### src/rtl/regfile_wb_arbiter.sv
// Write-back arbiter and x1..x31 zero-init sweep for the register file write port.
// Define REGFILE_WB_ARB_FWD_EN to build the write-to-read forwarding compares.
module regfile_wb_arbiter #(
  parameter int DATA_W   = 32,
  parameter int ADDR_W   = 5,
  parameter int NUM_REGS = 32
) (
  input  logic              clk,
  input  logic              reset,
  output logic              o_init_busy,
  input  logic              i_req0_valid,
  input  logic [ADDR_W-1:0] i_req0_addr,
  input  logic [DATA_W-1:0] i_req0_data,
  output logic              o_req0_ready,
  input  logic              i_req1_valid,
  input  logic [ADDR_W-1:0] i_req1_addr,
  input  logic [DATA_W-1:0] i_req1_data,
  output logic              o_req1_ready,
  output logic              o_rf_we,
  output logic [ADDR_W-1:0] o_rf_waddr,
  output logic [DATA_W-1:0] o_rf_wdata,
  input  logic [ADDR_W-1:0] i_rd1_addr,
  input  logic [ADDR_W-1:0] i_rd2_addr,
  output logic              o_fwd1_valid,
  output logic [DATA_W-1:0] o_fwd1_data,
  output logic              o_fwd2_valid,
  output logic [DATA_W-1:0] o_fwd2_data
);

  typedef enum logic {
    S_INIT = 1'b0,
    S_RUN  = 1'b1
  } state_t;

  localparam logic [ADDR_W-1:0] LAST = ADDR_W'(NUM_REGS - 1);

  state_t            r_state;
  state_t            w_state_nxt;
  logic [ADDR_W-1:0] r_cnt;
  logic              r_ptr;
  logic              r_we;
  logic [ADDR_W-1:0] r_waddr;
  logic [DATA_W-1:0] r_wdata;

  logic              w_gnt0;
  logic              w_gnt1;
  logic              w_xfer;
  logic              w_contend;
  logic [ADDR_W-1:0] w_addr;
  logic [DATA_W-1:0] w_data;

  always_ff @(posedge clk) begin
    if (reset) r_state <= S_INIT;
    else       r_state <= w_state_nxt;
  end

  always_comb begin
    w_state_nxt = r_state;
    unique case (r_state)
      S_INIT: if (r_cnt == LAST) w_state_nxt = S_RUN;
      S_RUN:  w_state_nxt = S_RUN;
    endcase
  end

  // Reset gates the grant so a request at the reset edge is never acked.
  always_comb begin
    o_init_busy = (r_state == S_INIT);
    w_gnt0      = 1'b0;
    w_gnt1      = 1'b0;
    if (r_state == S_RUN && !reset) begin
      w_gnt0 = i_req0_valid & (~i_req1_valid | ~r_ptr);
      w_gnt1 = i_req1_valid & (~i_req0_valid |  r_ptr);
    end
  end

  assign o_req0_ready = w_gnt0;
  assign o_req1_ready = w_gnt1;
  assign w_xfer       = w_gnt0 | w_gnt1;
  assign w_contend    = w_xfer & i_req0_valid & i_req1_valid;
  assign w_addr       = w_gnt1 ? i_req1_addr : i_req0_addr;
  assign w_data       = w_gnt1 ? i_req1_data : i_req0_data;

  always_ff @(posedge clk) begin
    if (reset) begin
      r_cnt   <= ADDR_W'(1);
      r_ptr   <= 1'b0;
      r_we    <= 1'b0;
      r_waddr <= '0;
      r_wdata <= '0;
    end else begin
      r_we <= 1'b0;
      if (r_state == S_INIT) begin
        r_we    <= 1'b1;
        r_waddr <= r_cnt;
        r_wdata <= '0;
        r_cnt   <= r_cnt + 1'b1;
      end else if (w_xfer && w_addr != '0) begin
        r_we    <= 1'b1;
        r_waddr <= w_addr;
        r_wdata <= w_data;
      end
      if (w_contend) r_ptr <= ~r_ptr;
    end
  end

  assign o_rf_we    = r_we;
  assign o_rf_waddr = r_waddr;
  assign o_rf_wdata = r_wdata;

`ifdef REGFILE_WB_ARB_FWD_EN
  assign o_fwd1_valid = r_we & (r_waddr == i_rd1_addr) & (i_rd1_addr != '0);
  assign o_fwd2_valid = r_we & (r_waddr == i_rd2_addr) & (i_rd2_addr != '0);
  assign o_fwd1_data  = r_wdata;
  assign o_fwd2_data  = r_wdata;
`else
  logic w_unused_rd;
  assign w_unused_rd  = ^{i_rd1_addr, i_rd2_addr};
  assign o_fwd1_valid = 1'b0;
  assign o_fwd2_valid = 1'b0;
  assign o_fwd1_data  = '0;
  assign o_fwd2_data  = '0;
`endif

endmodule

### config.mk
export PLATFORM = sky130hd
export DESIGN_NAME = regfile_wb_arbiter
export DESIGN_NICKNAME = d
export VERILOG_FILES = /design/src/rtl/regfile_wb_arbiter.sv
export SDC_FILE = /design/constraint.sdc
export NUM_CORES = 1
export LEC_CHECK = 0
export BUFFER_PORTS_ARGS = -buffer_cell sky130_fd_sc_hd__buf_2
export CORE_UTILIZATION = 44
export CTS_BUF_LIST = sky130_fd_sc_hd__clkbuf_8
export CTS_CLUSTER_SIZE = 40
export DETAILED_ROUTE_END_ITERATION = 10
export PLACE_DENSITY = 0.87
export SETUP_SLACK_MARGIN = 0.5
export SLEW_MARGIN = 15
export SYNTH_ARGS = -nofsm -noshare
export SYNTH_HDL_FRONTEND = slang
export SYNTH_SLANG_ARGS = --single-unit
### constraint.sdc
create_clock -name clk -period 2.2 [get_ports clk]
set_clock_uncertainty 0.2 [all_clocks]
set_input_delay 0.44 -clock clk [delete_from_list [all_inputs] [get_ports clk]]
set_output_delay 0.44 -clock clk [all_outputs]
set_load 0.01 [all_outputs]
Word-level counts from Yosys, hierarchy flattened --
Cells that the tools add are included.
Word-level totals: bits in registers 45, bits in latches 0, memory bits (writable) 0, ROM bits 0, word-level logic and storage cells 35, memories kept 0
Cells by class: $add $sub $neg 1, multipliers 0, divide/modulo/power cells 0, $lt $le $gt $ge 0, equality and inequality tests 2, shift-type cells 0, multiplexer cells 10, bitwise logic cells 11, reduce and logical (&&, ||, !) cells 5
Operators by type and width (count):
- $mux W32 | 1
- $mux W5 | 3
- $add A5 B1 Y5 const B | 1
- $eq A5 B5 Y1 const B | 1
- $mux W1 | 5
- $reduce_bool A5 Y1 | 1
- $and A1 B1 Y1 | 4
- $not A1 Y1 | 4
- $or A1 B1 Y1 | 3
- $logic_and A1 B1 Y1 | 2
- $ne A2 B1 Y1 const B | 1
- $pmux W1 S2 | 1
- $reduce_or A2 Y1 | 1
- $logic_not A1 Y1 | 1

Logic depth before layout (Yosys ltp) --
Gate-level depths: netlist of run 1.
word-level depth 9, mapped depth 8, depth with buffers taken out 5

Least setup slack after synthesis of run 1 --
OpenSTA, ideal clock, no wires.
path kind input to output, start point input port reset, end point output port o_req1_ready, arrival 1410 ps, data required time 1560 ps, setup slack 150 ps, stages on the path 7, path through buf_6 nor2b_1 buf_2 nand3_4 buf_2 clkbuf_1 inv_1
Between the ends: word-level cells in the longest chain between the ends 3
RTL lines:
- from (decl) | line 9 | input logic reset,
- $logic_not A1 Y1 | line 70 | if (r_state == S_RUN && !reset) begin
- $logic_and A1 B1 Y1 | line 70
- $mux W1 | line 70
- to (decl) | line 18 | output logic o_req1_ready,
No other way between the ends.

Worst setup path in the final report of run 1 --
start point input port i_req1_addr[1], end point register r_waddr[3], in the netlist o_rf_waddr[3]
Between the ends: word-level cells in the longest chain between the ends 4
RTL lines:
- from (decl) | line 16 | input logic [ADDR_W-1:0] i_req1_addr,
- $mux W5 | line 80 | assign w_addr = w_gnt1 ? i_req1_addr : i_req0_addr;
- $reduce_bool A5 Y1 | line 97 | end else if (w_xfer && w_addr != '0) begin
- $logic_and A1 B1 Y1 | line 97
- $ne A2 B1 Y1 (no source line)
- to (signal assigned) | line 94 | r_waddr <= r_cnt;
- to (signal assigned) | line 99 | r_waddr <= w_addr;
- to (decl) | line 42 | logic [ADDR_W-1:0] r_waddr;
No other way between the ends. A chain may end at the register's enable or synchronous reset.

==> results of run 1 <==
worst paths after layout:
check	start	endpoint	slack, ps	depth (start not counted)
worst max-delay path	i_req1_addr[1]	o_rf_waddr[3]	330	6
worst min-delay path	i_req1_data[15]	o_rf_wdata[15]	300	3
worst max register to register	r_ptr	o_rf_waddr[3]	340	5
worst min register to register	r_ptr	r_ptr	370	2
final cells by class:
cell class              count  area share
clock inverters             1   0.0009390
flip-flops and latches     45      0.2260
clock buffers               6     0.02066
repair buffers            149      0.2654
well taps                  77     0.02410
multi-input cells         221      0.4279
inverters                  35     0.03505
layout by cell type (no fill, tap or decap), types with 3 or more instances in the layout:
cell type	instances
mux2i_1	7
o211a_1	32
buf_12	6
mux2_4	8
buf_2	115
dfxtp_1	43
nor2_1	8
clkbuf_16	4
clkbuf_8	6
inv_1	34
nand3_1	6
o211ai_1	37
mux2_2	22
buf_6	8
conb_1	66
and3_1	6
o311ai_2	3
buf_4	12
xor2_1	3
registers in the layout (all words and copies together), names as in the netlist:
signal and flops:
o_rf_wdata 32, o_rf_waddr 5, r_cnt 5, o_rf_we 1, r_ptr 1, r_state 1
power groups by stage:
stage,clock [uW],sequential [uW],combinational (uW)
5_1_grt,562,840,249
6_report,513,839,229
3_5_place_dp,0,857,206
3_3_place_gp,0,856,198
2_1_floorplan,0,857,204
4_1_cts,528,838,211
per-layer routing:
layer	part of all wire	up-vias
met5	0	-
met4	0.020	0
met3	0.057	19
met2	0.54	143
met1	0.38	1287
li1	-	1272
timing repair:
item,4_1_cts,5_1_grt
hold endpoints to repair,0,0
setup endpoints to repair,41,41
cloned,2,5
pin swaps,1,38
gates resized for setup,18,23
hold buffers,0,0
buffers inserted,5,8
synthesized netlist by cell type:
library cell,instances,area [um2]
buf_4,67,503.0
dfxtp_1,45,900.9
o211ai_1,37,277.8
inv_1,35,131.4
o211a_1,32,320.3
mux2_2,22,247.7
buf_2,14,70.07
mux2_1,10,112.6
nor2_1,10,37.54
clkbuf_1,7,26.28
mux2i_1,7,70.07
and3_1,6,37.54
nand3_1,6,30.03
o311ai_1,5,43.79
buf_6,4,45.04
xor2_1,3,26.28
ha_1,2,25.02
nand2_1,2,7.510
nand2b_1,2,12.51
nor2b_1,2,12.51
a211o_1,1,8.760
a21bo_2,1,10.01
a21oi_1,1,5.000
conb_1,1,3.750
nand3_4,1,17.52
nand4_1,1,6.260
nor3_1,1,5.000
o21a_1,1,7.510
or4_1,1,7.510
xnor2_1,1,8.760
per-stage QoR:
stage,std cells,utilization
final,534,0.6155
after global routing,534,0.6155
after CTS,521,0.5704
after detailed placement,507,0.5325
after global placement,507,0.5325
after floorplan,393,-
worst max-delay path, cell delays in order:
cell	delay, ps
buf_2	110
or4_4	530
nor2_4	180
o21a_4	270
buf_12	170
o311ai_1	120
cell families (layout without fill, tap and decap cells):
logic type,after synthesis,count (layout)
XOR/XNOR,4,4
flip-flops,45,45
adder cells (fa/ha/maj),2,2
other,1,66
buffers and inverters,127,191
multiplexers,39,39
AO/OA/AOI/OAI,78,78
AND/OR/NAND/NOR,32,32
==> run metrics, run 1 <==
endpoint type of the worst setup path flip-flop; Startpoint Class input pin; Post-Synth Adder-Cell Area 0.008292; drt pass-1 iters 10; CTS clk-pin slew, worst paths 90 ps; CP required around 2200 ps; starting density of the core 0.4647; vias in the first global route about 2.4k; M1 GR Usage 0.2193; hold_ws ~300 ps; Die X between 80 and 90 um; overall routing resource usage 0.1926; clk sinks 45; CTS buffer count 5; status finished, violations left; DRC 15; Synth cell types 30; PwrDens just under 400 mW/mm2; Core ar. roughly 0.0065 mm2; PnR worst setup slack around 330 ps; Final Cell Area between 0.003 and 0.004 mm2; Tmin final approximately 1900 ps; multi-input logic area approximately 0.0017 mm2; fraction of the mapped netlist area in compound gates 0.2231; die height approximately 85 um; I/O Pins 195; number of port buffers 118; switching share of total power 0.2546; met2 global-route usage 0.3585; period utilization 0.8497; FP Rows 29; Final Hold Viols 0; Comb pwr share 0.145; CTS root buffer clkbuf_8; Clk pwr share 0.325; filler instances 550; Final Power ~1600 uW; sequential share of power 0.531; Area growth syn-to-layout 32.46%; Net Switching 402.3 uW; first-pass GRT wire length between 10 and 15 mm; total grt overflow 0; initial antenna violation count 0; met3 Use GR 0.03113; CTS tree done; setup TNS 0 ps; initial DRC count about 140; RSZ-0062 raised after global routing true; ANT cells 0; antenna viol nets, final 0; FF+latch count, synth 45; Yosys warnings 0; Gate Count Post-Synth ~330; fin. max-slew vios 0; failing checks design-rule violations; die footprint between 0.007 and 0.008 mm2; WL/cell approximately 15 um; vias around 2.7k; Max-Cap Viols 0; Max Buffers Root-to-Sink 2; largest net degree at the start of global routing 38; dpl hpwl approximately 5.0 mm; simple-gate share of the synthesized area 0.05763; Mapped Area roughly 0.0030 mm2; Worst Setup Slack post-DPL 65.67 ps; layout cells sized above 1 0.4442; mux cell area share after synthesis 0.1426; average via count per standard cell between 5 and 6; Hold Crit Class input pin to flip-flop; gr busiest metal met2; fraction of synthesized cell area in xor and xnor cells 0.01161; drt total wl 8.039 mm; P_int 1178 uW; DP Area approximately 0.0035 mm2; Crit Path Category input pin to flip-flop; arrival time worst endpoint roughly 1800 ps; fmax approximately 530 MHz; sequential share of the synthesized area 0.2985; Mean Syn Cell Area a little over 9 um2; GPL Wtd Cong a little under 0.8; largest family of logic cells by synthesized area buffers and inverters; FF+latch area about 900 um2; Leak 0.002252 uW; # nets final 547; crit-path max FO 8; final setup vio count 0; Max VDD drop between 0.0002 and 0.0003 V; worst-skew pair later-pin latency around 290 ps; H-tree lvl count 2
Note: power is estimated with default switching activity, not from simulation.
==> run 2, diff against run 1 <==
- CORE_UTILIZATION: 44 -> 40
- PLACE_DENSITY: 0.87 -> 0.83
- clock period: 2.2 -> 1.55 ns (I/O delays scaled with it)
==> run 2 against run 1 <==
The run ends with negative setup slack left. Critical path depth is 1 higher. Worst setup slack worse by 630 ps. Routed wire length is 4.3% higher. Largest power group unchanged. Core utilization decreased by 1.4 points. Non-clock buffer count is 9 higher. Via count grew 0.96%. Clock power up 45%. Combinational power grew 55%. Register-to-register slack lost 640 ps. Flip-flop and latch count unchanged. Design area increased by 9.8%. Largest cell class unchanged.
==> run metrics, run 2 (synthesis gave the netlist of run 1 again) <==
status finished, violations left; failing checks negative setup slack; Die X 88.86 um (+4.8%); fin. max-slew vios 0 (unchanged); RSZ-0062 raised after global routing true; largest net degree at the start of global routing 38 (unchanged); CTS tree done; WL/cell 14.82 um (-1.6%); vias in the first global route 2410 (-0.54%); layout cells sized above 1 0.5503 (+0.1061); Crit Path Category flip-flop to flip-flop; cell family with most CP delay compound AO/OA/AOI/OAI gates; die footprint 0.007896 mm2 (+9.8%); antenna viol nets, final 0 (unchanged); worst path buffer plus inverter count 3 (+1); Startpoint Class flip-flop; Core ar. 0.007292 mm2 (+12%); FF+latch area 950.9 um2 (+5.3%); Leak 0.002336 uW (+3.7%); overall routing resource usage 0.1967 (+0.004168); period utilization 1.194; max reg flops 32 (unchanged); die height 88.86 um (+4.8%); Final Hold Viols 0 (unchanged); Worst Setup Slack post-DPL -438.2 ps (-503.9 ps); clk sinks 45 (unchanged); DP Area 0.003540 mm2 (+2.4%); crit-path max FO 15 (+7); Hold Crit Class input pin to flip-flop; Max Buffers Root-to-Sink 2 (unchanged); arrival time worst endpoint 1890 ps (+70 ps); dpl hpwl 5.073 mm (+1.9%); Final Cell Area 0.004389 mm2 (+9.8%); Slowest cell on crit path dfxtp_2; PnR worst setup slack -301.2 ps (-631.8 ps); first-pass GRT wire length 11.68 mm (+5.7%); worst-skew pair later-pin latency 290 ps (about the same); DRC 0 (-15); CTS clk-pin slew, worst paths 90 ps (about the same); Final Power 2292 uW (+45%); Max VDD drop 0.0002816 V (+1.3%); most frequent cells in the layout buf_2, conb_1, buf_6, dfxtp_2, o211ai_1; Tmin final between 1500 and 2000 ps; drt total wl 8.387 mm (+4.3%); CP required 1580 ps (-570 ps); Max-Cap Viols 0 (unchanged); GPL Wtd Cong 0.7697 (-1.0%); CTS root buffer clkbuf_8; Layout Utilization 0.6019 (-0.01357); number of port buffers 118 (unchanged); FP Rows 31 (+6.9%); I/O Pins 195 (unchanged); Area growth syn-to-layout 45.44%; H-tree lvl count 2 (unchanged); fmax between 500 and 600 MHz; endpoint type of the worst setup path flip-flop; starting density of the core 0.4139 (-0.05079); PwrDens 522.2 mW/mm2 (+32%); # nets final 556 (+1.6%); initial DRC count 89 (-35%); critical-path cell list nor2b_4 > nand3_4 > buf_6 > clkbuf_16 > buf_12 > o211ai_1 > o211a_1; initial antenna violation count 0 (unchanged); final setup vio count 41 (+41); vias 2747 (+0.96%); cts hold-fix bufs 0 (unchanged); filler instances 585 (+6.4%); total grt overflow 0 (unchanged); average via count per standard cell 4.853 (-4.8%); CTS buffer count 5 (unchanged); ANT cells 0 (unchanged); commonest non-fill, non-tap cell in the layout buf_2; CP max stage delay 360 ps (-170 ps); multi-input logic area 0.001762 mm2 (+3.0%); drt pass-1 iters 4 (-6)
run 2: changes by cell type in the layout (fill, tap and decap cells not counted), sizes merged:
cell and change:
buf +10, clkinv +1, clkbuf -2, inv +1
run 2: where the power goes:
part | switching [uW] | internal, uW
clock network | 425 | 321
registers | 17.2 | 1180
logic | 182 | 172
run 2: layout make-up:
type	count	area share
timing repair buffer	158	0.3016
tap	99	0.02822
clock buffer	5	0.01568
sequential	45	0.2166
multi-input combinational	221	0.4014
inverter	35	0.03164
clock inverter	3	0.004846
run 2: worst reg2reg max path: stages, from the launching register on:
cell,delay (ps)
dfxtp_2,360
nor2b_4,180
nand3_4,130
buf_6,170
clkbuf_16,160
buf_12,140
o211ai_1,250
o211a_1,210
run 2: path summary, 6_finish.rpt:
check	from	endpoint	slack, ps	cells after the start
setup / recovery	r_state	o_rf_wdata[21]	-300	7
hold / removal	i_req1_data[11]	o_rf_wdata[11]	150	3
setup reg to reg	r_state	o_rf_wdata[21]	-300	7
hold reg to reg	o_rf_wdata[3]	o_rf_wdata[3]	400	3
run 2: timing repair:
item                       in CTS  in global routing
pin swaps                       7                 14
gates resized for setup        91                 38
setup endpoints to repair      86                 86
gates cloned                    2                  4
buffers inserted               11                  2
run 2: layer usage:
layer  up-vias  track usage  wire [um]
met5         -            0          0
met2       136       0.3566       4499
met1      1307       0.2368       3398
li1       1294            -          -
met3        10      0.03451        407
met4         0      0.05718         82
run 2: through the flow:
step	cells	setup TNS (ps)	hold WS [ps]
floorplan	393	-7510	272.6
global placement	539	-13380	288.6
detailed placement	539	-15850	290.8
CTS	560	-8020	140.7
global route	566	-9927	144.6
finish	566	-7932	151.8
